<file path="src/rtl/uart_pkg.sv">
// rtl/uart_pkg.sv - shared UART receive-path constants, trigger encodings and helpers
package uart_pkg;

  localparam int DEF_DATA_W        = 8;
  localparam int DEF_TIMEOUT_TICKS = 40;

  typedef enum logic [1:0] {
    TRIG_1  = 2'b00,
    TRIG_4  = 2'b01,
    TRIG_8  = 2'b10,
    TRIG_14 = 2'b11
  } trig_lvl_e;

  // Line-status register bit positions for the FIFO status
  localparam int LSR_DR   = 0;
  localparam int LSR_OE   = 1;
  localparam int LSR_FULL = 2;
  localparam int LSR_TRIG = 3;
  localparam int LSR_TMO  = 4;

  // Holding-register mode always interrupts on the first character
  function automatic int trig_threshold(trig_lvl_e lvl, logic fifo_en, int depth);
    int n;
    if (!fifo_en) return 1;
    case (lvl)
      TRIG_1:  n = 1;
      TRIG_4:  n = 4;
      TRIG_8:  n = 8;
      default: n = 14;
    endcase
    n = (depth * n) / 16;
    return (n < 1) ? 1 : n;
  endfunction

endpackage

</file>
<file path="src/rtl/uart_rx_fifo_if.sv">
// rtl/uart_rx_fifo_if.sv - receiver-side and register-side signals of the receive FIFO
interface uart_rx_fifo_if
  import uart_pkg::*;
#(
  parameter int DATA_W = DEF_DATA_W,
  parameter int ADDR_W = 4
);
  logic              rx_done;
  logic [DATA_W-1:0] rx_data;
  logic              bit_tick;
  logic              fifo_en;
  logic              flush;
  logic [1:0]        trig_lvl;
  logic              rd_en;
  logic              ovr_clr;
  logic [DATA_W-1:0] rd_data;
  logic              empty;
  logic              full;
  logic [ADDR_W:0]   count;
  logic              overrun;
  logic              trig_irq;
  logic              timeout_irq;

  modport master (
    output rx_done, rx_data, bit_tick, fifo_en, flush, trig_lvl, rd_en, ovr_clr,
    input  rd_data, empty, full, count, overrun, trig_irq, timeout_irq
  );

  modport slave (
    input  rx_done, rx_data, bit_tick, fifo_en, flush, trig_lvl, rd_en, ovr_clr,
    output rd_data, empty, full, count, overrun, trig_irq, timeout_irq
  );
endinterface

</file>
<file path="src/rtl/rx_timeout_cnt.sv">
// rtl/rx_timeout_cnt.sv - character-timeout counter with sticky interrupt
module rx_timeout_cnt
  import uart_pkg::*;
#(
  parameter int TIMEOUT_TICKS = DEF_TIMEOUT_TICKS
) (
  input  logic clk_i,
  input  logic rst_i,
  input  logic bit_tick_i,
  input  logic clear_i,
  input  logic active_i,
  output logic timeout_irq_o
);
  localparam int                CNT_W   = $clog2(TIMEOUT_TICKS + 1);
  localparam logic [CNT_W-1:0]  CNT_MAX = CNT_W'(TIMEOUT_TICKS);

  logic [CNT_W-1:0] cnt_q, cnt_d;
  logic             irq_q, irq_d;

  always_comb begin
    cnt_d = cnt_q;
    if (clear_i || !active_i)
      cnt_d = '0;
    else if (bit_tick_i && (cnt_q != CNT_MAX))
      cnt_d = cnt_q + 1'b1;
  end

  // A write only restarts the count (via active_i); the irq itself survives it
  always_comb begin
    irq_d = irq_q;
    if (clear_i)
      irq_d = 1'b0;
    else if (active_i && (cnt_d == CNT_MAX))
      irq_d = 1'b1;
  end

  always_ff @(posedge clk_i) begin
    if (rst_i) begin
      cnt_q <= '0;
      irq_q <= 1'b0;
    end else begin
      cnt_q <= cnt_d;
      irq_q <= irq_d;
    end
  end

  assign timeout_irq_o = irq_q;
endmodule

</file>
<file path="src/rtl/uart_rx_fifo.sv">
// rtl/uart_rx_fifo.sv - UART receive FIFO with overrun, trigger and timeout status
module uart_rx_fifo
  import uart_pkg::*;
#(
  parameter int DATA_W        = DEF_DATA_W,
  parameter int DEPTH         = 16,
  parameter int ADDR_W        = 4,
  parameter int TIMEOUT_TICKS = DEF_TIMEOUT_TICKS
) (
  input  logic           clk,
  input  logic           rst,
  uart_rx_fifo_if.slave  bus
);
  localparam logic [ADDR_W:0] CAP_FIFO = (ADDR_W+1)'(DEPTH);
  localparam logic [ADDR_W:0] CAP_HOLD = (ADDR_W+1)'(1);

  logic [DATA_W-1:0] mem_q [DEPTH];
  logic [ADDR_W-1:0] wr_ptr_q, wr_ptr_d;
  logic [ADDR_W-1:0] rd_ptr_q, rd_ptr_d;
  logic [ADDR_W:0]   count_q, count_d;
  logic [DATA_W-1:0] rd_data_q, rd_data_d;
  logic              overrun_q, overrun_d;
  logic              trig_irq_q, trig_irq_d;
  logic              fifo_en_q;
  logic [ADDR_W:0]   cap;
  logic              full, empty, wr_acc, rd_acc, ovr_evt;
  logic              timeout_irq;

  // Mode is registered so full/empty depend only on flops
  always_comb begin
    cap     = fifo_en_q ? CAP_FIFO : CAP_HOLD;
    full    = (count_q == cap);
    empty   = (count_q == '0);
    rd_acc  = bus.rd_en && !empty && !bus.flush;
    wr_acc  = bus.rx_done && !bus.flush && (!full || rd_acc);
    ovr_evt = bus.rx_done && !bus.flush && full && !rd_acc;
  end

  always_comb begin
    wr_ptr_d  = wr_ptr_q;
    rd_ptr_d  = rd_ptr_q;
    count_d   = count_q;
    rd_data_d = rd_data_q;
    if (bus.flush) begin
      wr_ptr_d = '0;
      rd_ptr_d = '0;
      count_d  = '0;
    end else begin
      if (wr_acc) wr_ptr_d = wr_ptr_q + 1'b1;
      if (rd_acc) begin
        rd_ptr_d  = rd_ptr_q + 1'b1;
        rd_data_d = mem_q[rd_ptr_q];
      end
      case ({wr_acc, rd_acc})
        2'b10:   count_d = count_q + 1'b1;
        2'b01:   count_d = count_q - 1'b1;
        default: count_d = count_q;
      endcase
    end
  end

  always_comb begin
    overrun_d = overrun_q;
    if (ovr_evt)
      overrun_d = 1'b1;
    else if (bus.ovr_clr)
      overrun_d = 1'b0;
    trig_irq_d = int'(count_d) >=
                 trig_threshold(trig_lvl_e'(bus.trig_lvl), fifo_en_q, DEPTH);
  end

  always_ff @(posedge clk) begin
    if (rst) begin
      wr_ptr_q   <= '0;
      rd_ptr_q   <= '0;
      count_q    <= '0;
      rd_data_q  <= '0;
      overrun_q  <= 1'b0;
      trig_irq_q <= 1'b0;
    end else begin
      wr_ptr_q   <= wr_ptr_d;
      rd_ptr_q   <= rd_ptr_d;
      count_q    <= count_d;
      rd_data_q  <= rd_data_d;
      overrun_q  <= overrun_d;
      trig_irq_q <= trig_irq_d;
    end
  end

  always_ff @(posedge clk) begin
    fifo_en_q <= bus.fifo_en;
    if (wr_acc) mem_q[wr_ptr_q] <= bus.rx_data;
  end

  // Counting is suspended while empty or in a write cycle; read/flush also drop the irq
  rx_timeout_cnt #(
    .TIMEOUT_TICKS (TIMEOUT_TICKS)
  ) u_timeout (
    .clk_i         (clk),
    .rst_i         (rst),
    .bit_tick_i    (bus.bit_tick),
    .clear_i       (rd_acc || bus.flush),
    .active_i      (!empty && !wr_acc),
    .timeout_irq_o (timeout_irq)
  );

  assign bus.rd_data     = rd_data_q;
  assign bus.empty       = empty;
  assign bus.full        = full;
  assign bus.count       = count_q;
  assign bus.overrun     = overrun_q;
  assign bus.trig_irq    = trig_irq_q;
  assign bus.timeout_irq = timeout_irq;
endmodule

</file>
<file path="src/flat_wrapper.sv">
// flat-port wrapper written by rule: the top's interface ports become plain ports
module uart_rx_fifo_flat import uart_pkg::*;
#(
  parameter int DATA_W        = DEF_DATA_W,
  parameter int DEPTH         = 16,
  parameter int ADDR_W        = 4,
  parameter int TIMEOUT_TICKS = DEF_TIMEOUT_TICKS
)
  (clk, rst, bus_rx_done, bus_rx_data, bus_bit_tick, bus_fifo_en, bus_flush, bus_trig_lvl, bus_rd_en, bus_ovr_clr, bus_rd_data, bus_empty, bus_full, bus_count, bus_overrun, bus_trig_irq, bus_timeout_irq);
  uart_rx_fifo_if #(.DATA_W(DATA_W), .ADDR_W(ADDR_W)) bus_i ();
  input  logic clk;
  input  logic rst;
  input wire logic [$bits(bus_i.rx_done)-1:0] bus_rx_done;
  input wire logic [$bits(bus_i.rx_data)-1:0] bus_rx_data;
  input wire logic [$bits(bus_i.bit_tick)-1:0] bus_bit_tick;
  input wire logic [$bits(bus_i.fifo_en)-1:0] bus_fifo_en;
  input wire logic [$bits(bus_i.flush)-1:0] bus_flush;
  input wire logic [$bits(bus_i.trig_lvl)-1:0] bus_trig_lvl;
  input wire logic [$bits(bus_i.rd_en)-1:0] bus_rd_en;
  input wire logic [$bits(bus_i.ovr_clr)-1:0] bus_ovr_clr;
  output wire logic [$bits(bus_i.rd_data)-1:0] bus_rd_data;
  output wire logic [$bits(bus_i.empty)-1:0] bus_empty;
  output wire logic [$bits(bus_i.full)-1:0] bus_full;
  output wire logic [$bits(bus_i.count)-1:0] bus_count;
  output wire logic [$bits(bus_i.overrun)-1:0] bus_overrun;
  output wire logic [$bits(bus_i.trig_irq)-1:0] bus_trig_irq;
  output wire logic [$bits(bus_i.timeout_irq)-1:0] bus_timeout_irq;
  assign bus_i.rx_done = bus_rx_done;
  assign bus_i.rx_data = bus_rx_data;
  assign bus_i.bit_tick = bus_bit_tick;
  assign bus_i.fifo_en = bus_fifo_en;
  assign bus_i.flush = bus_flush;
  assign bus_i.trig_lvl = bus_trig_lvl;
  assign bus_i.rd_en = bus_rd_en;
  assign bus_i.ovr_clr = bus_ovr_clr;
  assign bus_rd_data = bus_i.rd_data;
  assign bus_empty = bus_i.empty;
  assign bus_full = bus_i.full;
  assign bus_count = bus_i.count;
  assign bus_overrun = bus_i.overrun;
  assign bus_trig_irq = bus_i.trig_irq;
  assign bus_timeout_irq = bus_i.timeout_irq;
  uart_rx_fifo #(.DATA_W(DATA_W), .DEPTH(DEPTH), .ADDR_W(ADDR_W), .TIMEOUT_TICKS(TIMEOUT_TICKS)) u_core (.clk(clk), .rst(rst), .bus(bus_i));
endmodule
</file>
<file path="config.mk">
export PLATFORM = sky130hd
export DESIGN_NAME = uart_rx_fifo_flat
export DESIGN_NICKNAME = d
export VERILOG_FILES = /design/src/rtl/uart_pkg.sv /design/src/rtl/uart_rx_fifo_if.sv /design/src/rtl/rx_timeout_cnt.sv /design/src/rtl/uart_rx_fifo.sv /design/src/flat_wrapper.sv
export SDC_FILE = /design/constraint.sdc
export NUM_CORES = 1
export LEC_CHECK = 0
export CORE_MARGIN = 4
export CORE_UTILIZATION = 35
export CTS_BUF_LIST = sky130_fd_sc_hd__clkbuf_4
export CTS_CLUSTER_SIZE = 30
export DETAILED_ROUTE_END_ITERATION = 16
export GPL_ROUTABILITY_DRIVEN = 0
export HOLD_SLACK_MARGIN = 0.1
export PLACE_DENSITY = 0.52
export SYNTH_ARGS = -nofsm -noshare
export SYNTH_HDL_FRONTEND = slang
export SYNTH_SLANG_ARGS = --single-unit
</file>
<file path="constraint.sdc">
create_clock -name clk -period 3.68 [get_ports clk]
set_input_delay 0.92 -clock clk [delete_from_list [all_inputs] [get_ports clk]]
set_output_delay 0.92 -clock clk [all_outputs]
set_load 0.05 [all_outputs]
</file>
==> results.yml, run 1 <==
setup_path:
  r2r_cells: 13
  end_kind: "output pin"
  cp.required_ns: 2.76
  cp_max_fo: 6
  rr_endpoint: "u_core.bus.trig_irq"
  timing.rr.start: "u_core.bus.count[4]"
  worstPathArrival_ns: 2.45
  crit_type: "reg2out"
  cp-start-kind: "register"
  r2r_slack_ns: 0.67
route:
  ant_nets: 0
  finalWirelength_mm: 14.5
  drc: 0
  routed_via_density: 5.00
  drt_iter0_drc: 218
  detail_route.wl_per_cell_um: 18.8
  dr_total_vias: 3852
  dr.pass1.iters: 4
power:
  clockPowerShare_pct: 33.1
  pwr-share-comb_pct: 7.3
  power.density_nw_per_um2: 421
  power.switching_mw: 0.872
  seqPwrFrac_pct: 59.6
  peakVddDrop_mv: 0.349
  swShare_pct: 26.4
  totalPowerFinal_mw: 3.30
  p_int_mw: 2.43
  leakage_nw: 2.53
global_route:
  grt_pass1_wl_mm: 22.9
  antenna_found_initial: 0
  grt_remaining_overflow: 0
  grt_max_degree: 35
  grtUsageTotal_pct: 14.0
  grt_pass1_vias: 3980
clock_network:
  cts_root_buf: "clkbuf_4"
  htree_levels: 4
  cts_tree: "yes"
  cts-buffers-inserted: 17
  postCtsHoldBufs: 0
  clockBufferDepth: 2
  clk_latency_ns: 0.57
  cts_setup_buffers: 0
  clk_pin_slew_ns: 0.16
  cts.sinks: 159
  ctsResizeCount: 0
placement:
  place_hpwl_mm: 9.57
  placed_cell_area_sq_um: 7530
  post-place-ws_ns: -0.0285
  io_buffers: 35
timing:
  post-route-period-util_pct: 91.6
  fin_crit_ns: 3.37
  hold_viol: 0
  relSlewSlack_pct: 47.3
  finalClockSkew_ns: 0.0244
  drv_slew: 0
  setup_slack_ns: 0.311
  rsz0062_at_grt: "false"
  tightest_slew_ns: 0.787
  max_freq_mhz: 297
  setup_viol: 0
synth:
  ys_ff_latch: 159
  avgSynthCellArea_sq_um: 15.5
  ys.flop_type: "edfxtp_1"
  ys_top_cells_by_area: "edfxtp_1 57%, mux4_2 11%, dfxtp_1 9.2%, ha_1 2.6%, a22o_1 2.1%"
  synth_area_sq_um: 6770
  ys_types: 54
  synth_top_area_share_pct: 56.8
  synth_warnings: 0
  synth_edf_count: 128
  synthCells: 437
  synth.largest_area_cell: "edfxtp_1"
  syn-num-nets: 470
  async_flop_share_pct: 0
  yosysSeqAreaShare_pct: 66.0
hold_path:
  holdPathEnd: "u_core.bus.rd_data[1]"
  min-delay-start: "u_core.bus.rd_data[1]"
  min_path_type: "reg2reg"
  min_path_cells: 2
floorplan:
  die_y_um: 147
  start_util_pct: 35.9
  fp.coreArea_sq_um: 18800
  rows: 50
  dieArea_sq_um: 21600
  io_pins: 36
  die_x_um: 147
cells_and_area:
  drive_gt1_share_pct: 22.0
  fin_nets: 530
  antenna_cells: 0
  final_area_sq_um: 7840
  final_util_pct: 41.7
  area_growth_pct: 15.9
  layout_common_cells: "128 x edfxtp_1, 35 x clkdlybuf4s50_1, 33 x nor2_1, 32 x mux4_2"
  fill_cells: 1743
  layout_commonest_cell: "edfxtp_1"
status:
  status: "finished, final reports clean"
job:
  maxCapViolCount: 0
power groups by stage:
stage	Clock, mW	Combinational, mW	Sequential (mW)
finish	1.09	0.242	1.97
global route	1.21	0.264	1.97
CTS	1.13	0.246	1.97
detailed placement	0	0.244	2.01
global placement	0	0.242	2.01
floorplan	0	0.114	2.03
synthesized netlist by cell type (3+ instances only):
library cell and instances:
xor2_1 9, mux4_2 32, nand4_1 3, a22o_1 16, nor2_2 6, xnor2_1 5
o21a_1 3, inv_1 12, a21o_1 3, mux2i_1 3, nor2_1 33, nand3_1 5
nand2b_1 3, nand2_1 19, a21oi_1 14, dfxtp_1 31, buf_6 4, buf_2 6
edfxtp_1 128, o21ai_0 14, clkbuf_1 8, nor3_1 9, ha_1 14, buf_1 3
nor2b_1 3, o21ai_1 9, a211oi_1 5
per-stage QoR:
step / TNS [ns] / std cells / hold slack, ns
global placement: 0 / 738 / 0.469
global route: 0 / 770 / 0.510
detailed placement: -0.0285 / 738 / 0.476
floorplan: 0 / 437 / 0.528
CTS: 0 / 770 / 0.498
finish: 0 / 770 / 0.491
worst max-delay path by stage:
stage / cells past startpoint / slack (ns) / startpoint / endpoint
finish: 4 / 0.31 / u_core.bus.count[1] / bus_full
global placement: 14 / 0.07 / bus_rd_en / u_core.bus.trig_irq
floorplan: 15 / 0.36 / bus_rd_en / u_core.bus.trig_irq
CTS: 4 / 0.25 / u_core.bus.count[0] / bus_full
global route: 4 / 0.12 / u_core.bus.count[0] / bus_full
detailed placement: 14 / -0.03 / bus_rd_en / u_core.bus.trig_irq
cells by family (layout without fill, tap and decap cells):
family | count (synthesis) | count (layout) | synth area share, %
AOI/OAI and AO/OA | 79 | 79 | 7.82
xor gates and xnor gates | 14 | 14 | 1.81
adders and majority gates | 15 | 15 | 2.89
buffers and inverters | 37 | 110 | 2.74
DFF | 159 | 159 | 66.0
muxes | 36 | 36 | 11.3
and+or+nand+nor | 97 | 97 | 7.49
worst max-delay path: stages (launching register included):
cell and delay, ns:
dfxtp_1 0.43, nor3_4 0.34, o21ai_2 0.15, inv_2 0.14, clkdlybuf4s50_1 0.82
routing by layer:
metal | global-route usage [%] | part of all wire (%) | vias to the layer above
li1 | - | - | 1823
met1 | 18.2 | 44 | 1930
met4 | 3.77 | 1.3 | 0
met3 | 3.86 | 5.7 | 15
met5 | 0 | 0 | -
met2 | 23.5 | 49 | 84
cell type report:
| class | instances | area, sq um | area share, % |
|---|---|---|---|
| Sequential cell | 159 | 4470 | 56.9 |
| Clock buffer | 17 | 128 | 1.63 |
| Multi-Input combinational cell | 241 | 2120 | 27.0 |
| Inverter | 13 | 48.8 | 0.622 |
| Tap cell | 260 | 325 | 4.15 |
| Timing Repair Buffer | 65 | 576 | 7.34 |
| Clock inverter | 15 | 185 | 2.36 |
sequential cells by signal, indices dropped and copies added (netlist names):
register	cells
u_core.rd_ptr_q	4
u_core.bus.overrun	1
u_core.u_timeout.timeout_irq_o	1
u_core.bus.count	5
u_core.fifo_en_q	1
u_core.bus.trig_irq	1
u_core.u_timeout.cnt_q	6
u_core.mem_q	128
u_core.bus.rd_data	8
u_core.wr_ptr_q	4
No activity file was read; power rests on OpenSTA's default activity.
==> run 2, diff against run 1 <==
--- a/config.mk
+++ b/config.mk
@@ -5,6 +5,7 @@
 export SDC_FILE = /design/constraint.sdc
 export NUM_CORES = 1
 export LEC_CHECK = 0
+export CAP_MARGIN = 20
 export CORE_MARGIN = 4
 export CORE_UTILIZATION = 35
 export CTS_BUF_LIST = sky130_fd_sc_hd__clkbuf_4
==> results of run 2 <==
Same layout as run 1: the final DEF is identical, and so are final timing and power.
